===== src/rtl/float_divider_seq_pkg.sv =====
// Shared single-precision float definitions: field widths, constants,
// FSM state encoding and operand classification helpers.
package float_pkg;

  localparam int EXP_W    = 8;
  localparam int MANT_W   = 23;
  localparam int EXP_BIAS = 127;
  localparam int EXP_MAX  = 255;
  localparam int QBITS    = 25;

  localparam logic [31:0] NAN_VALUE = 32'h7FC0_0000;
  localparam logic [30:0] INF_MAG   = 31'h7F80_0000;

  typedef enum logic [2:0] {
    ST_IDLE   = 3'd0,
    ST_UNPACK = 3'd1,
    ST_DIV    = 3'd2,
    ST_PACK   = 3'd3,
    ST_DONE   = 3'd4
  } state_t;

  function automatic logic is_nan(input logic [31:0] x);
    return (x[30:23] == 8'hFF) && (x[22:0] != 23'd0);
  endfunction

  function automatic logic is_inf(input logic [31:0] x);
    return (x[30:23] == 8'hFF) && (x[22:0] == 23'd0);
  endfunction

  function automatic logic is_zero(input logic [31:0] x);
    return (x[30:0] == 31'd0);
  endfunction

  function automatic logic is_denormal(input logic [31:0] x);
    return (x[30:23] == 8'h00) && (x[22:0] != 23'd0);
  endfunction

endpackage


===== src/rtl/float_divider_seq_if.sv =====
// Operand/result handshake bundle for the sequential float divider.
interface float_divider_seq_if;
  logic        in_valid;
  logic        in_ready;
  logic [31:0] a;
  logic [31:0] b;
  logic        out_valid;
  logic        out_ready;
  logic [31:0] result;
  logic        error;
  logic        div_by_zero;
  logic        overflow;
  logic        underflow;

  modport master (
    output in_valid, a, b, out_ready,
    input  in_ready, out_valid, result, error, div_by_zero, overflow, underflow
  );

  modport slave (
    input  in_valid, a, b, out_ready,
    output in_ready, out_valid, result, error, div_by_zero, overflow, underflow
  );
endinterface


===== src/rtl/float_divider_seq_mantissa_divider.sv =====
// Radix-2 restoring mantissa divider: one quotient bit per clock, MSB first.
// done is high during the cycle that produces the final (LSB) quotient bit.
module mantissa_divider
  import float_pkg::*;
(
  input  logic        clk,
  input  logic        rst,
  input  logic        start,
  input  logic [23:0] ma,
  input  logic [23:0] mb,
  output logic [24:0] q,
  output logic        done
);

  logic [24:0] rem_r;
  logic [23:0] mb_r;
  logic [24:0] q_r;
  logic [4:0]  cnt_r;
  logic        busy_r;
  logic        ge_s;
  logic [24:0] diff_s;

  // Trial subtraction: keep the difference only when the divisor fits.
  always_comb begin
    ge_s   = (rem_r >= {1'b0, mb_r});
    diff_s = rem_r;
    if (ge_s) begin
      diff_s = rem_r - {1'b0, mb_r};
    end else begin
      diff_s = rem_r;
    end
  end

  // Iteration state: load on start, then shift in one quotient bit per cycle.
  always_ff @(posedge clk) begin
    if (rst) begin
      rem_r  <= 25'd0;
      mb_r   <= 24'd0;
      q_r    <= 25'd0;
      cnt_r  <= 5'd0;
      busy_r <= 1'b0;
    end else if (start) begin
      rem_r  <= {1'b0, ma};
      mb_r   <= mb;
      q_r    <= 25'd0;
      cnt_r  <= 5'(QBITS - 1);
      busy_r <= 1'b1;
    end else if (busy_r) begin
      q_r[cnt_r] <= ge_s;
      // after a restoring step the remainder is below mb, so 24 bits suffice
      rem_r      <= {diff_s[23:0], 1'b0};
      if (cnt_r == 5'd0) begin
        busy_r <= 1'b0;
      end else begin
        cnt_r <= cnt_r - 5'd1;
      end
    end
  end

  assign q    = q_r;
  assign done = busy_r && (cnt_r == 5'd0);

endmodule


===== src/rtl/float_divider_seq.sv =====
// Iterative IEEE-754 single-precision divider (a / b) with valid/ready
// handshakes. Special operands bypass the mantissa core; results truncate.
module float_divider_seq
  import float_pkg::*;
(
  input  logic                clk,
  input  logic                rst,
  float_divider_seq_if.slave  bus
);

  state_t      state_r, next_state_s;
  logic [31:0] a_r, b_r;
  logic        sign_r;
  logic signed [9:0] exp_r;
  logic        special_r, spec_error_r, spec_dbz_r;
  logic [31:0] spec_result_r;
  logic [31:0] result_r;
  logic        error_r, dbz_r, ovf_r, unf_r;
  logic        in_ready_r, out_valid_r;

  logic        sign_s, a_nan_s, b_nan_s, a_inf_s, b_inf_s, a_zero_s, b_zero_s;
  logic        special_s, spec_error_s, spec_dbz_s;
  logic [31:0] spec_result_s;
  logic signed [9:0] unpack_exp_s, pack_exp_s;
  logic [22:0] pack_mant_s;
  logic [31:0] pack_result_s;
  logic        pack_ovf_s, pack_unf_s;
  logic [24:0] q_s;
  logic        div_done_s, div_start_s;

  assign sign_s   = a_r[31] ^ b_r[31];
  assign a_nan_s  = is_nan(a_r);
  assign b_nan_s  = is_nan(b_r);
  assign a_inf_s  = is_inf(a_r);
  assign b_inf_s  = is_inf(b_r);
  // denormals are flushed to zero
  assign a_zero_s = is_zero(a_r) || is_denormal(a_r);
  assign b_zero_s = is_zero(b_r) || is_denormal(b_r);
  assign unpack_exp_s = $signed({2'b00, a_r[30:23]}) - $signed({2'b00, b_r[30:23]})
                      + 10'(EXP_BIAS);
  assign div_start_s  = (state_r == ST_UNPACK) && !special_s;

  mantissa_divider u_mdiv (
    .clk   (clk),
    .rst   (rst),
    .start (div_start_s),
    .ma    ({1'b1, a_r[22:0]}),
    .mb    ({1'b1, b_r[22:0]}),
    .q     (q_s),
    .done  (div_done_s)
  );

  // Special-operand classification in priority order.
  always_comb begin
    special_s     = 1'b1;
    spec_result_s = 32'h0000_0000;
    spec_error_s  = 1'b0;
    spec_dbz_s    = 1'b0;
    if (a_nan_s || b_nan_s || (a_zero_s && b_zero_s) || (a_inf_s && b_inf_s)) begin
      spec_result_s = NAN_VALUE;
      spec_error_s  = 1'b1;
    end else if (b_zero_s && !a_inf_s) begin
      spec_result_s = {sign_s, INF_MAG};
      spec_dbz_s    = 1'b1;
    end else if (a_inf_s) begin
      spec_result_s = {sign_s, INF_MAG};
    end else if (a_zero_s || b_inf_s) begin
      spec_result_s = {sign_s, 31'd0};
    end else begin
      special_s = 1'b0;
    end
  end

  // Normalise the quotient, truncate, and clamp the exponent range.
  always_comb begin
    pack_exp_s    = exp_r;
    pack_mant_s   = q_s[23:1];
    pack_ovf_s    = 1'b0;
    pack_unf_s    = 1'b0;
    pack_result_s = 32'h0000_0000;
    if (q_s[24]) begin
      pack_mant_s = q_s[23:1];
      pack_exp_s  = exp_r;
    end else begin
      pack_mant_s = q_s[22:0];
      pack_exp_s  = exp_r - 10'sd1;
    end
    if (pack_exp_s >= 10'(EXP_MAX)) begin
      pack_result_s = {sign_r, INF_MAG};
      pack_ovf_s    = 1'b1;
    end else if (pack_exp_s <= 10'sd0) begin
      pack_result_s = {sign_r, 31'd0};
      pack_unf_s    = 1'b1;
    end else begin
      pack_result_s = {sign_r, pack_exp_s[7:0], pack_mant_s};
    end
  end

  // Next-state logic for the operation sequencer.
  always_comb begin
    next_state_s = state_r;
    case (state_r)
      ST_IDLE:   if (bus.in_valid)   next_state_s = ST_UNPACK; else next_state_s = ST_IDLE;
      ST_UNPACK: if (special_s)      next_state_s = ST_PACK;   else next_state_s = ST_DIV;
      ST_DIV:    if (div_done_s)     next_state_s = ST_PACK;   else next_state_s = ST_DIV;
      ST_PACK:   next_state_s = ST_DONE;
      ST_DONE:   if (bus.out_ready)  next_state_s = ST_IDLE;   else next_state_s = ST_DONE;
      default:   next_state_s = ST_IDLE;
    endcase
  end

  // State register with registered handshake outputs derived from next state.
  always_ff @(posedge clk) begin
    if (rst) begin
      state_r     <= ST_IDLE;
      in_ready_r  <= 1'b1;
      out_valid_r <= 1'b0;
    end else begin
      state_r     <= next_state_s;
      in_ready_r  <= (next_state_s == ST_IDLE);
      out_valid_r <= (next_state_s == ST_DONE);
    end
  end

  // Operand capture, unpack results and output holding registers.
  always_ff @(posedge clk) begin
    if (rst) begin
      a_r           <= 32'd0;
      b_r           <= 32'd0;
      sign_r        <= 1'b0;
      exp_r         <= 10'sd0;
      special_r     <= 1'b0;
      spec_result_r <= 32'd0;
      spec_error_r  <= 1'b0;
      spec_dbz_r    <= 1'b0;
      result_r      <= 32'd0;
      error_r       <= 1'b0;
      dbz_r         <= 1'b0;
      ovf_r         <= 1'b0;
      unf_r         <= 1'b0;
    end else begin
      if ((state_r == ST_IDLE) && bus.in_valid) begin
        a_r <= bus.a;
        b_r <= bus.b;
      end
      if (state_r == ST_UNPACK) begin
        sign_r        <= sign_s;
        exp_r         <= unpack_exp_s;
        special_r     <= special_s;
        spec_result_r <= spec_result_s;
        spec_error_r  <= spec_error_s;
        spec_dbz_r    <= spec_dbz_s;
      end
      if (state_r == ST_PACK) begin
        result_r <= special_r ? spec_result_r : pack_result_s;
        error_r  <= special_r ? spec_error_r  : 1'b0;
        dbz_r    <= special_r ? spec_dbz_r    : 1'b0;
        ovf_r    <= special_r ? 1'b0          : pack_ovf_s;
        unf_r    <= special_r ? 1'b0          : pack_unf_s;
      end
    end
  end

  assign bus.in_ready    = in_ready_r;
  assign bus.out_valid   = out_valid_r;
  assign bus.result      = result_r;
  assign bus.error       = error_r;
  assign bus.div_by_zero = dbz_r;
  assign bus.overflow    = ovf_r;
  assign bus.underflow   = unf_r;

endmodule


===== src/flat_wrapper.sv =====
// flat-port wrapper written by rule: the top's interface ports become plain ports
module float_divider_seq_flat import float_pkg::*;
  (clk, rst, bus_in_valid, bus_a, bus_b, bus_out_ready, bus_in_ready, bus_out_valid, bus_result, bus_error, bus_div_by_zero, bus_overflow, bus_underflow);
  float_divider_seq_if bus_i ();
  input  logic clk;
  input  logic rst;
  input wire logic [$bits(bus_i.in_valid)-1:0] bus_in_valid;
  input wire logic [$bits(bus_i.a)-1:0] bus_a;
  input wire logic [$bits(bus_i.b)-1:0] bus_b;
  input wire logic [$bits(bus_i.out_ready)-1:0] bus_out_ready;
  output wire logic [$bits(bus_i.in_ready)-1:0] bus_in_ready;
  output wire logic [$bits(bus_i.out_valid)-1:0] bus_out_valid;
  output wire logic [$bits(bus_i.result)-1:0] bus_result;
  output wire logic [$bits(bus_i.error)-1:0] bus_error;
  output wire logic [$bits(bus_i.div_by_zero)-1:0] bus_div_by_zero;
  output wire logic [$bits(bus_i.overflow)-1:0] bus_overflow;
  output wire logic [$bits(bus_i.underflow)-1:0] bus_underflow;
  assign bus_i.in_valid = bus_in_valid;
  assign bus_i.a = bus_a;
  assign bus_i.b = bus_b;
  assign bus_i.out_ready = bus_out_ready;
  assign bus_in_ready = bus_i.in_ready;
  assign bus_out_valid = bus_i.out_valid;
  assign bus_result = bus_i.result;
  assign bus_error = bus_i.error;
  assign bus_div_by_zero = bus_i.div_by_zero;
  assign bus_overflow = bus_i.overflow;
  assign bus_underflow = bus_i.underflow;
  float_divider_seq u_core (.clk(clk), .rst(rst), .bus(bus_i));
endmodule

===== config.mk =====
export PLATFORM = sky130hd
export DESIGN_NAME = float_divider_seq_flat
export DESIGN_NICKNAME = d
export VERILOG_FILES = /design/src/rtl/float_divider_seq_pkg.sv /design/src/rtl/float_divider_seq_if.sv /design/src/rtl/float_divider_seq_mantissa_divider.sv /design/src/rtl/float_divider_seq.sv /design/src/flat_wrapper.sv
export SDC_FILE = /design/constraint.sdc
export NUM_CORES = 1
export LEC_CHECK = 0
export ABC_AREA = 1
export ABC_CLOCK_PERIOD_IN_PS = 2140
export BUFFER_PORTS_ARGS = -buffer_cell sky130_fd_sc_hd__buf_2
export CORE_ASPECT_RATIO = 1.75
export CORE_MARGIN = 2
export CORE_UTILIZATION = 54
export DETAILED_ROUTE_END_ITERATION = 12
export PLACE_DENSITY = 0.81
export SYNTH_ARGS = -nofsm -noshare
export SYNTH_HDL_FRONTEND = slang
export SYNTH_SLANG_ARGS = --single-unit

===== constraint.sdc =====
create_clock -name clk -period 2.14 [get_ports clk]
set_clock_uncertainty 0.2 [all_clocks]
set_input_delay 0.321 -clock clk [delete_from_list [all_inputs] [get_ports clk]]
set_output_delay 0.321 -clock clk [all_outputs]
set_load 0.03 [all_outputs]

==> results of run 1 <==
Yosys cell counts (6+ instances only):
library cell,instances
buf_6,8
nand3b_1,7
a21oi_1,118
nor3_1,10
a211oi_1,10
a211oi_2,6
ha_1,39
clkbuf_1,45
nand4_1,93
o211ai_1,13
xor2_1,10
buf_2,18
nand2_1,462
nor2_2,8
o21ai_0,87
nor2_1,310
dfxtp_1,201
xnor2_1,9
buf_4,8
o21ai_1,15
nand3_1,73
inv_1,203
cell families after synthesis:
| family | after synthesis | share of synthesized area, % |
|---|---|---|
| buf+inv | 293 | 10.6 |
| xor+xnor | 19 | 1.45 |
| simple gates | 974 | 35.8 |
| compound gates | 259 | 12.4 |
| flops | 201 | 35.1 |
| fa+ha+maj | 41 | 4.61 |
repair_timing:
item,CTS
cloned,7
hold buffers,64
hold endpoints to repair,64
setup buffers,27
resized for setup,186
endpoints found under the setup margin,116
pin swaps,31
routing by layer:
layer  global-route usage [%]  GRT overflow
met4                     76.1            81
met3                     57.0             8
met1                     67.3             0
met5                     21.6             0
met2                     88.1           122
metrics by stage:
| stage | setup slack, ns | util, % | cell area [sq um] | setup TNS, ns |
|---|---|---|---|---|
| floorplan | 0.000229 | - | 11500 | 0 |
| global placement | -0.360 | 66.6 | 13900 | -14.56 |
| detailed placement | -0.367 | 66.6 | 13900 | -18.29 |
| CTS | -0.148 | 77.8 | 16200 | -5.64 |
==> results.yml, run 1 <==
logic_synthesis:
  yosysTopAreaCellShare_pct: 35.1
  synth_nets: 1896
  yosysUniqueCellTypes: 39
  syn-cell-area_sq_mm: 0.0115
  syn_inst: 1787
  yosys_warnings: 0
  async_flop_share_pct: 0
  ys.flop_type: "dfxtp_1"
  ys_ff_latch: 201
  synth_top_area_cell: "dfxtp_1"
  synthTopCellsByArea: "dfxtp_1 (35%), nand2_1 (15%), nor2_1 (10%)"
  syn_avg_cell_area_sq_um: 6.41
  ys_seq_area_share_pct: 35.1
  synth-edff-count: 0
floorplan:
  fp-row-count: 70
  io_pins: 106
  start_util_pct: 55.0
  die_w_microns: 114
  chipHeight_microns: 197
global_route:
  grt_max_degree: 79
  gr-usage-all-layers_pct: 71.2
  overflow: 211
clocking:
  cts_inserted_buffers: 20
  root_buffer: "clkbuf_16"
  clock_sinks: 201
  clockBufferDepth: 3
  htreeDepth: 1
outcome:
  lastStage: "global routing"
  error_line: "[ERROR GRT-0232] Routing congestion too high. Check the congestion heatmap in the GUI."
  status: "stopped before the end"
place:
  port_buffers: 105
  dp_hpwl_microns: 26300
  place_congestion: 0.984
  dp.cells: 2299
sta:
  crit_endpoint: "u_core.u_mdiv.rem_r[22]$_SDFFE_PP0P_/D"
  worst_path_end_type: "register input"
==> inputs of run 2 (changes only) <==
ABC_CLOCK_PERIOD_IN_PS = 2800   (was 2140)
CORE_ASPECT_RATIO = unset   (was 1.75)
CORE_UTILIZATION = 40   (was 54)
PLACE_DENSITY = unset   (was 0.81)
PLACE_DENSITY_LB_ADDON = 0.15   (was unset)
clock period = 2.8 ns   (was 2.14 ns; I/O delays follow)
==> run 2 against run 1 <==
Net effect: the flow now finishes without violations; synthesized cell count unchanged; synthesized area unchanged.
==> results.yml, run 2 <==
outcome:
  status: "completed"
cells_and_area:
  area_growth_pct: 19.3
  final_common_cell: "nand2_1"
  mostFrequentLayoutCells: "nand2_1 (462), nor2_1 (310), inv_1 (203)"
  final_cells: 2316
  insertedDiodeCount: 0
  fin_nets: 2030
  fill_cells: 2892
  drive_above_1_share_pct: 10.2
logic_synthesis:
  yosys_warnings: 0
  ys_ff_latch: 201
  synth_top_area_cell: "dfxtp_1"
  yosysMostFrequentCell: "nand2_1"
  async_flop_share_pct: 0
  syn-cell-area_sq_mm: 0.0115
  synthTopCellsByArea: "dfxtp_1 (35%), nand2_1 (15%), nor2_1 (10%)"
  yosys-top-cells-count: "nand2_1 (462), nor2_1 (310), inv_1 (203)"
  ys.flop_type: "dfxtp_1"
  yosysTopAreaCellShare_pct: 35.1
  synth_nets: 1896
  ys_seq_area_share_pct: 35.1
  synth-edff-count: 0
  yosysUniqueCellTypes: 39
  syn_avg_cell_area_sq_um: 6.41
  syn_inst: 1787
floorplan:
  io_pins: 106
  die_w_microns: 173
  coreArea_sq_mm: 0.0280
  fp-row-count: 61
  chipHeight_microns: 173
  start_util_pct: 40.9
  dieArea_sq_mm: 0.0300
pwr:
  seq_power_share_pct: 26.1
  p_leak_nw: 6.47
  p_int_mw: 7.17
  power_per_cell_area_mw_per_mm2: 946
  p_comb_share_pct: 49.3
  ir_drop_mv: 0.517
  clockPowerShare_pct: 24.6
  p_switching_mw: 5.76
  netSwitchingFraction_pct: 44.6
clocking:
  clk_pin_slew_ns: 0.06
  clockBufferDepth: 3
  htreeDepth: 1
  cts_tree: "done"
  root_buffer: "clkbuf_16"
  clock_sinks: 201
  cts_inserted_buffers: 25
  clk-insertion-delay-late_ns: 0.54
sta:
  fmax_mhz: 383
  period_share_pct: 93.1
  worst_pin_slew_ns: 0.854
  drv_slew: 0
  rsz0062_at_grt: "yes"
  setup_viol: 0
  slew-limit-headroom_pct: 43.1
  hold_viol: 0
  final.min_clock_period_ns: 2.61
  tns_ns: 0
setup_path:
  critPathMaxStageDelay_ns: 0.40
  endpoint_kind: "register"
  start_kind: "register"
  arrival_ns: 2.87
  path_cells: "ha_1 > nand2_1 > inv_1 > nand2_1 > nand2_1 > inv_1 > nand2_1 > a21oi_2 > nand3_2 > nand2_1 > nand2_1 > nor2_1 > nor2_1 > nor2_1"
  cp_max_fo: 13
  crit_required_ns: 3.07
  cp_common_cell: "nand2_1"
  crit_slowest_cell: "nand3_2"
  criticalPathCategory: "register to register"
route:
  route.met3.wl_microns: 2040
  drtIter0Drc: 717
  viasPerCell: 5.00
  wl_per_cell_microns: 14.0
  met1_length_microns: 15600
  drc: 0
  routed.top_layer: "met4"
  vias: 11600
  ant_nets: 0
  wl_met2_microns: 14300
  first_pass_iters: 6
  wl_microns: 32500
place:
  dp.cells: 2212
  port_buffers: 105
  dp_hpwl_microns: 23200
  place_congestion: 0.962
global_route:
  grt_pass1_vias: 10900
  grt_max_degree: 79
  grt_pass1_wl_microns: 54200
  gr-usage-all-layers_pct: 21.4
  antenna_found_initial: 0
  overflow: 0
run:
  cap_violations: 0
worst_hold_path:
  hold_path_class: "primary input to register"
## run 2: layout make-up
class | instances | area (sq um) | share of cell area, %
clock buffer | 37 | 701 | 5.13
clock inverter | 7 | 103 | 0.751
inverter | 210 | 793 | 5.81
multi-input combinational | 1294 | 6240 | 45.7
sequential | 201 | 4020 | 29.4
tap | 378 | 473 | 3.46
timing repair buffer | 189 | 1330 | 9.72
## run 2: power by group through the flow
stage | registers [mW] | clock network [mW] | logic (mW)
finish | 3.37 | 3.18 | 6.38
global route | 3.41 | 3.38 | 7.31
floorplan | 3.38 | 0 | 4.90
global placement | 3.42 | 0 | 6.17
detailed placement | 3.43 | 0 | 6.17
CTS | 3.37 | 3.25 | 6.26
## run 2: path summary, 6_finish.rpt
path / startpoint / endpoint / slack, ns / cells past startpoint
setup / recovery: u_core.u_mdiv.rem_r[16] / u_core.u_mdiv.rem_r[1] / 0.19 / 14
hold / removal: bus_a[29] / u_core.a_r[29] / 0.01 / 3
setup reg to reg: u_core.u_mdiv.rem_r[16] / u_core.u_mdiv.rem_r[1] / 0.19 / 14
hold reg to reg: u_core.u_mdiv.mb_r[19] / u_core.u_mdiv.mb_r[19] / 0.26 / 2
## run 2: layer usage
layer / global-route usage [%] / vias up
met2: 35.2 / 261
met3: 3.90 / 47
li1: - / 6016
met5: 0 / -
met1: 29.4 / 5254
met4: 4.41 / 0
## run 2: repair_timing
action / CTS / global route
setup buffers: 0 / 0
endpoints found under the setup margin: 0 / 28
gates resized for setup: 0 / 2
endpoints found under the hold margin: 59 / 0
hold buffers: 59 / 0
## run 2: logic make-up after synthesis
group | Yosys count | share of synthesized area (%)
adder cells (fa/ha/maj) | 41 | 4.61
AO/OA/AOI/OAI | 259 | 12.4
buffers and inverters | 293 | 10.6
AND/OR/NAND/NOR | 974 | 35.8
XOR/XNOR | 19 | 1.45
flip-flops | 201 | 35.1
## run 2: metrics by stage
| step | hold WS [ns] | util (%) | power, mW | worst slack (ns) | cell area, sq um |
|---|---|---|---|---|---|
| 2_1_floorplan | 0.231 | - | 8.28 | 0.576 | 11500 |
| 3_3_place_gp | 0.244 | 43.7 | 9.60 | 0.157 | 12300 |
| 3_5_place_dp | 0.254 | 43.7 | 9.61 | 0.0940 | 12300 |
| 4_1_cts | 0.000857 | 48.7 | 12.9 | 0.0940 | 13600 |
| 5_1_grt | 0.00942 | 48.8 | 14.1 | -0.0124 | 13700 |
| 6_report | 0.0108 | 48.8 | 12.9 | 0.192 | 13700 |
## run 2: worst max-delay path, delay by kind of cell, from the launching register on
family | cells | cell delay, ns
adders and majority gates | 1 | 0.36
buffers and inverters | 2 | 0.13
AOI/OAI and AO/OA | 1 | 0.28
DFF | 1 | 0.33
and+or+nand+nor | 10 | 1.24
(Power assumes the default switching activity.)
==> inputs of run 3 (changes only) <==
CORE_ASPECT_RATIO = 0.75   (was unset)
==> run 3 against run 2 <==
Net effect: utilization decreased by 0.54 points; non-clock buffer count decreased by 2; die area about the same; worst hold slack improved by 0.011 ns; count of clock-buffer cells in the layout decreased by 9; setup slack improved by 0.00061 ns; register-to-register slack about the same; first-iteration DRC count increased by 23%.
==> results.yml, run 3 (synthesis gave the netlist of run 2 again) <==
route:
  vias: 11600
  wl_per_cell_microns: 14.5
  first_pass_iters: 5
  route.met3.wl_microns: 2070
  ant_nets: 0
  drc: 0
  wl_microns: 33500
  met1_length_microns: 18300
  routed.top_layer: "met4"
  wl_met2_microns: 12600
  viasPerCell: 5.00
  drtIter0Drc: 883
place:
  place_congestion: 0.948
  dp.cells: 2226
  dp_hpwl_microns: 24900
  port_buffers: 105
  place_area_sq_mm: 0.0123
run:
  cap_violations: 0
worst_hold_path:
  hold_depth: 3
  holdCritStartpoint: "bus_a[11]"
  holdPathEnd: "u_core.a_r[11]"
  hold_path_class: "primary input to register"
setup_path:
  crit_required_ns: 2.98
  criticalPathCategory: "register to register"
  cp_max_fo: 12
  critPathMaxStageDelay_ns: 0.42
  critPathTopFamily: "simple AND/OR/NAND/NOR gates"
  rr_endpoint: "u_core.u_mdiv.rem_r[18]"
  path_cells: "inv_1 > ha_2 > nand2_1 > inv_1 > nand2_1 > nor2_2 > and2_1 > nand2_2 > nand3_4 > buf_4 > nand2_1 > nand2_1 > nor2_1 > nor2_1 > nor2_1"
  start_kind: "register"
  reg2reg_slack_ns: 0.19
  arrival_ns: 2.78
  cp_common_cell: "nand2_1"
  r2r-start: "u_core.u_mdiv.mb_r[15]"
  crit_buf_inv: 3
  crit_slowest_cell: "ha_2"
  endpoint_kind: "register"
  worstRegToRegCells: 15
sta:
  setup_viol: 0
  slew-limit-headroom_pct: 42.9
  final.min_clock_period_ns: 2.61
  drv_slew: 0
  worst_pin_slew_ns: 0.856
  hold_viol: 0
  rsz0062_at_grt: "no"
  tns_ns: 0
  period_share_pct: 93.1
  fmax_mhz: 384
clocking:
  cts_inserted_buffers: 23
  clk_pin_slew_ns: 0.06
  clk-insertion-delay-late_ns: 0.53
  clock_sinks: 201
  cts_tree: "done"
  cts_setup_buffers: 0
  root_buffer: "clkbuf_16"
  htreeDepth: 1
  clockBufferDepth: 3
cells_and_area:
  mostFrequentLayoutCells: "nand2_1 (461), nor2_1 (309), inv_1 (202)"
  final_common_cell: "nand2_1"
  drive_above_1_share_pct: 11.0
  area_growth_pct: 18.4
  insertedDiodeCount: 0
  fill_cells: 2945
  final_area_sq_mm: 0.0136
  final_cells: 2318
  fin_nets: 2025
pwr:
  ir_drop_mv: 0.463
  power_per_cell_area_mw_per_mm2: 942
  p_leak_nw: 6.43
floorplan:
  dieArea_sq_mm: 0.0300
  io_pins: 106
  chipHeight_microns: 151
  die_w_microns: 199
  fp-row-count: 53
  start_util_pct: 40.7
  coreArea_sq_mm: 0.0281
global_route:
  gr-usage-all-layers_pct: 22.5
  overflow: 0
  antenna_found_initial: 0
  grt_pass1_vias: 10500
  grt_max_degree: 73
  grt_pass1_wl_microns: 54300
outcome:
  status: "completed"
==> run 3: through the flow <==
stage | power (mW) | setup WS, ns | hold slack [ns] | util (%)
4_1_cts | 12.7 | 0.134 | 0.00331 | 48.2
6_report | 12.8 | 0.193 | 0.0219 | 48.2
2_1_floorplan | 8.28 | 0.576 | 0.231 | -
3_3_place_gp | 9.70 | 0.142 | 0.246 | 43.8
3_5_place_dp | 9.72 | 0.176 | 0.252 | 43.8
5_1_grt | 13.9 | 0.00110 | 0.0198 | 48.2
==> run 3: how the worst max path moves through the flow <==
stage | startpoint | depth (start not counted) | to
5_1_grt | u_core.u_mdiv.mb_r[7] | 14 | u_core.u_mdiv.rem_r[23]
2_1_floorplan | u_core.u_mdiv.mb_r[2] | 13 | u_core.u_mdiv.q[16]
3_3_place_gp | u_core.u_mdiv.mb_r[15] | 15 | u_core.u_mdiv.rem_r[23]
4_1_cts | u_core.u_mdiv.mb_r[15] | 15 | u_core.u_mdiv.rem_r[23]
6_report | u_core.u_mdiv.mb_r[15] | 15 | u_core.u_mdiv.rem_r[18]
3_5_place_dp | u_core.u_mdiv.mb_r[15] | 15 | u_core.u_mdiv.rem_r[23]
==> run 3: final cells by class <==
class / count / area, sq um / share of cell area [%]
Clock buffer: 28 / 614 / 4.53
Clock inverter: 14 / 111 / 0.821
Inverter: 210 / 793 / 5.85
Multi-Input combinational cell: 1293 / 6240 / 46.0
Sequential cell: 201 / 4020 / 29.7
Tap cell: 385 / 482 / 3.55
Timing Repair Buffer: 187 / 1300 / 9.61
==> run 3: report_power, final <==
part / total (mW) / switching (mW) / internal (mW)
clock network: 2.94 / 1.28 / 1.67
registers: 3.38 / 0.225 / 3.15
logic: 6.46 / 4.31 / 2.14
==> run 3: routing by layer <==
metal / track usage, % / vias up
met3: 4.01 / 41
met4: 4.15 / 0
met2: 32.2 / 284
met5: 0 / -
li1: - / 6009
met1: 35.0 / 5255
==> run 3: what timing repair did <==
item                       4_1_cts  5_1_grt
hold buffers                    50        0
hold endpoints to repair        50        0
resized for setup                0        6
setup endpoints to repair        0       26
==> run 3: worst reg2reg max path, cell delays in order (launching register included) <==
cell and delay [ns]:
dfxtp_1 0.31, inv_1 0.07, ha_2 0.42, nand2_1 0.15, inv_1 0.10, nand2_1 0.06, nor2_2 0.21, and2_1 0.17
nand2_2 0.08, nand3_4 0.09, buf_4 0.22, nand2_1 0.09, nand2_1 0.06, nor2_1 0.05, nor2_1 0.12, nor2_1 0.06
==> inputs of run 4 (changes only) <==
CORE_MARGIN = 3   (was 2)
PLACE_DENSITY_LB_ADDON = 0.12   (was 0.15)
SLEW_MARGIN = 20   (was unset)
==> run 4 against run 3 <==
Net effect: combinational power about the same; clock power up 2%; sequential cell count unchanged; first-iteration DRC count fell by 6.5%; utilization is 0.44 points higher; die area up 2.3%; worst hold slack got worse by 0.020 ns; cell area shrank 1.0%; final cell count is 0.99% lower; non-clock buffer count down 16; register-to-register slack got worse by 0.04 ns; maximum frequency fell by 1.4%.
==> results.yml, run 4 (synthesis gave the netlist of run 2 again) <==
floorplan:
  chipHeight_microns: 153
  dieArea_sq_mm: 0.0307
  coreArea_sq_mm: 0.0276
  fp-row-count: 52
  io_pins: 106
  die_w_microns: 201
  start_util_pct: 41.5
place:
  port_buffers: 105
  place_congestion: 0.945
  dp_hpwl_microns: 24700
  place_ws_ns: 0.130
clocking:
  root_buffer: "clkbuf_16"
  cts_tree: "done"
  cts_setup_buffers: 0
  htreeDepth: 1
  clk-insertion-delay-late_ns: 0.51
  clockBufferDepth: 3
  clock_sinks: 201
  clk_pin_slew_ns: 0.06
  cts_inserted_buffers: 23
route:
  vias: 11600
  wl_per_cell_microns: 14.8
  drc: 0
  ant_nets: 0
  viasPerCell: 5.04
  wl_microns: 33900
  drtIter0Drc: 826
  first_pass_iters: 5
sta:
  timing.final.ws_setup_ns: 0.156
  worst_pin_slew_ns: 0.888
  period_share_pct: 94.4
  drv_slew: 0
  hold_viol: 0
  slew-limit-headroom_pct: 40.8
  whs_ns: 0.00158
  rsz0062_at_grt: "yes"
  final.min_clock_period_ns: 2.64
  setup_viol: 0
  tns_ns: 0
  fmax_mhz: 378
setup_path:
  critPathTopFamily: "simple AND/OR/NAND/NOR gates"
  rr_endpoint: "u_core.u_mdiv.rem_r[24]"
  cp_max_fo: 26
  criticalPathCategory: "register to register"
  crit_required_ns: 2.98
  endpoint_kind: "register"
  critPathMaxStageDelay_ns: 0.39
  r2r-start: "u_core.u_mdiv.rem_r[20]"
  reg2reg_slack_ns: 0.16
  crit_buf_inv: 2
  crit_slowest_cell: "ha_1"
  cp_common_cell: "nand2_1"
  start_kind: "register"
  path_cells: "ha_1 > a21oi_1 > nand2_1 > nand2_1 > nand3_1 > a21oi_2 > nand3_4 > buf_4 > o21ai_1 > inv_1 > nand2_1 > a21oi_1"
  arrival_ns: 2.82
  worstRegToRegCells: 12
cells_and_area:
  area_growth_pct: 17.2
  fin_util_pct: 48.7
  drive_above_1_share_pct: 10.7
  final_common_cell: "nand2_1"
  fin_nets: 2009
  fill_cells: 2917
  insertedDiodeCount: 0
  mostFrequentLayoutCells: "nand2_1 (462), nor2_1 (310), inv_1 (203)"
worst_hold_path:
  holdCritStartpoint: "bus_a[13]"
  hold_depth: 3
  hold_path_class: "primary input to register"
  holdPathEnd: "u_core.a_r[13]"
global_route:
  overflow: 0
  gr-usage-all-layers_pct: 21.5
  antenna_found_initial: 0
  grt_max_degree: 79
  grt_pass1_wl_microns: 55600
  grt_pass1_vias: 10600
outcome:
  status: "completed"
pwr:
  ir_drop_mv: 0.574
  power_per_cell_area_mw_per_mm2: 958
  p_leak_nw: 6.37
run:
  cap_violations: 0
run 4: cell count changes in the layout (fill, tap and decap cells not counted), sizes merged:
cell / before / now
buf: 137 / 134
clkbuf: 28 / 33
clkinv: 9 / 6
clkinvlp: 2 / 1
dlygate4sd3: 50 / 37
inv: 212 / 211
run 4: timing repair:
action / 4_1_cts / 5_1_grt
hold buffers: 37 / 0
endpoints found under the hold margin: 37 / 0
endpoints found under the setup margin: 0 / 9
gates resized for setup: 0 / 3
run 4: layer usage:
layer / part of all wire, % / global-route usage [%]
met5: 0 / 0
met4: 2.0 / 4.68
met3: 5.7 / 2.93
met2: 39 / 30.4
met1: 54 / 34.1
run 4: cell type report:
| type | instances | area (sq um) | area share, % |
|---|---|---|---|
| clock buffers | 33 | 673 | 5.01 |
| clock inverters | 9 | 83.8 | 0.624 |
| inverters | 210 | 796 | 5.93 |
| multi-input cells | 1293 | 6230 | 46.4 |
| flip-flops and latches | 201 | 4020 | 30.0 |
| well taps | 378 | 473 | 3.52 |
| repair buffers | 171 | 1150 | 8.57 |
run 4: through the flow:
step	instances	power, mW	area [sq um]
2_1_floorplan	1787	8.28	11500
3_3_place_gp	2216	9.74	12300
3_5_place_dp	2216	9.74	12300
4_1_cts	2295	12.8	13400
5_1_grt	2295	13.9	13400
6_report	2295	12.9	13400
run 4: worst reg2reg max path: stages (launching register included):
cell,delay (ns)
dfxtp_1,0.33
ha_1,0.39
a21oi_1,0.24
nand2_1,0.11
nand2_1,0.07
nand3_1,0.08
a21oi_2,0.19
nand3_4,0.35
buf_4,0.30
o21ai_1,0.10
inv_1,0.04
nand2_1,0.05
a21oi_1,0.05
run 4: worst max-delay path by stage:
stage | start | depth (start not counted) | slack (ns) | endpoint
finish | u_core.u_mdiv.rem_r[20] | 12 | 0.16 | u_core.u_mdiv.rem_r[24]
global route | u_core.u_mdiv.mb_r[14] | 15 | -0.07 | u_core.u_mdiv.rem_r[23]
CTS | u_core.u_mdiv.mb_r[15] | 15 | 0.12 | u_core.u_mdiv.rem_r[23]
detailed placement | u_core.u_mdiv.mb_r[15] | 15 | 0.13 | u_core.u_mdiv.rem_r[23]
global placement | u_core.u_mdiv.mb_r[15] | 15 | 0.16 | u_core.u_mdiv.rem_r[23]
floorplan | u_core.u_mdiv.mb_r[2] | 13 | 0.58 | u_core.u_mdiv.q[16]
run 4: power breakdown:
group,internal [mW],total [mW],switching [mW]
Sequential,3.15,3.38,0.232
Clock,1.77,3.00,1.23
Combinational,2.12,6.48,4.35
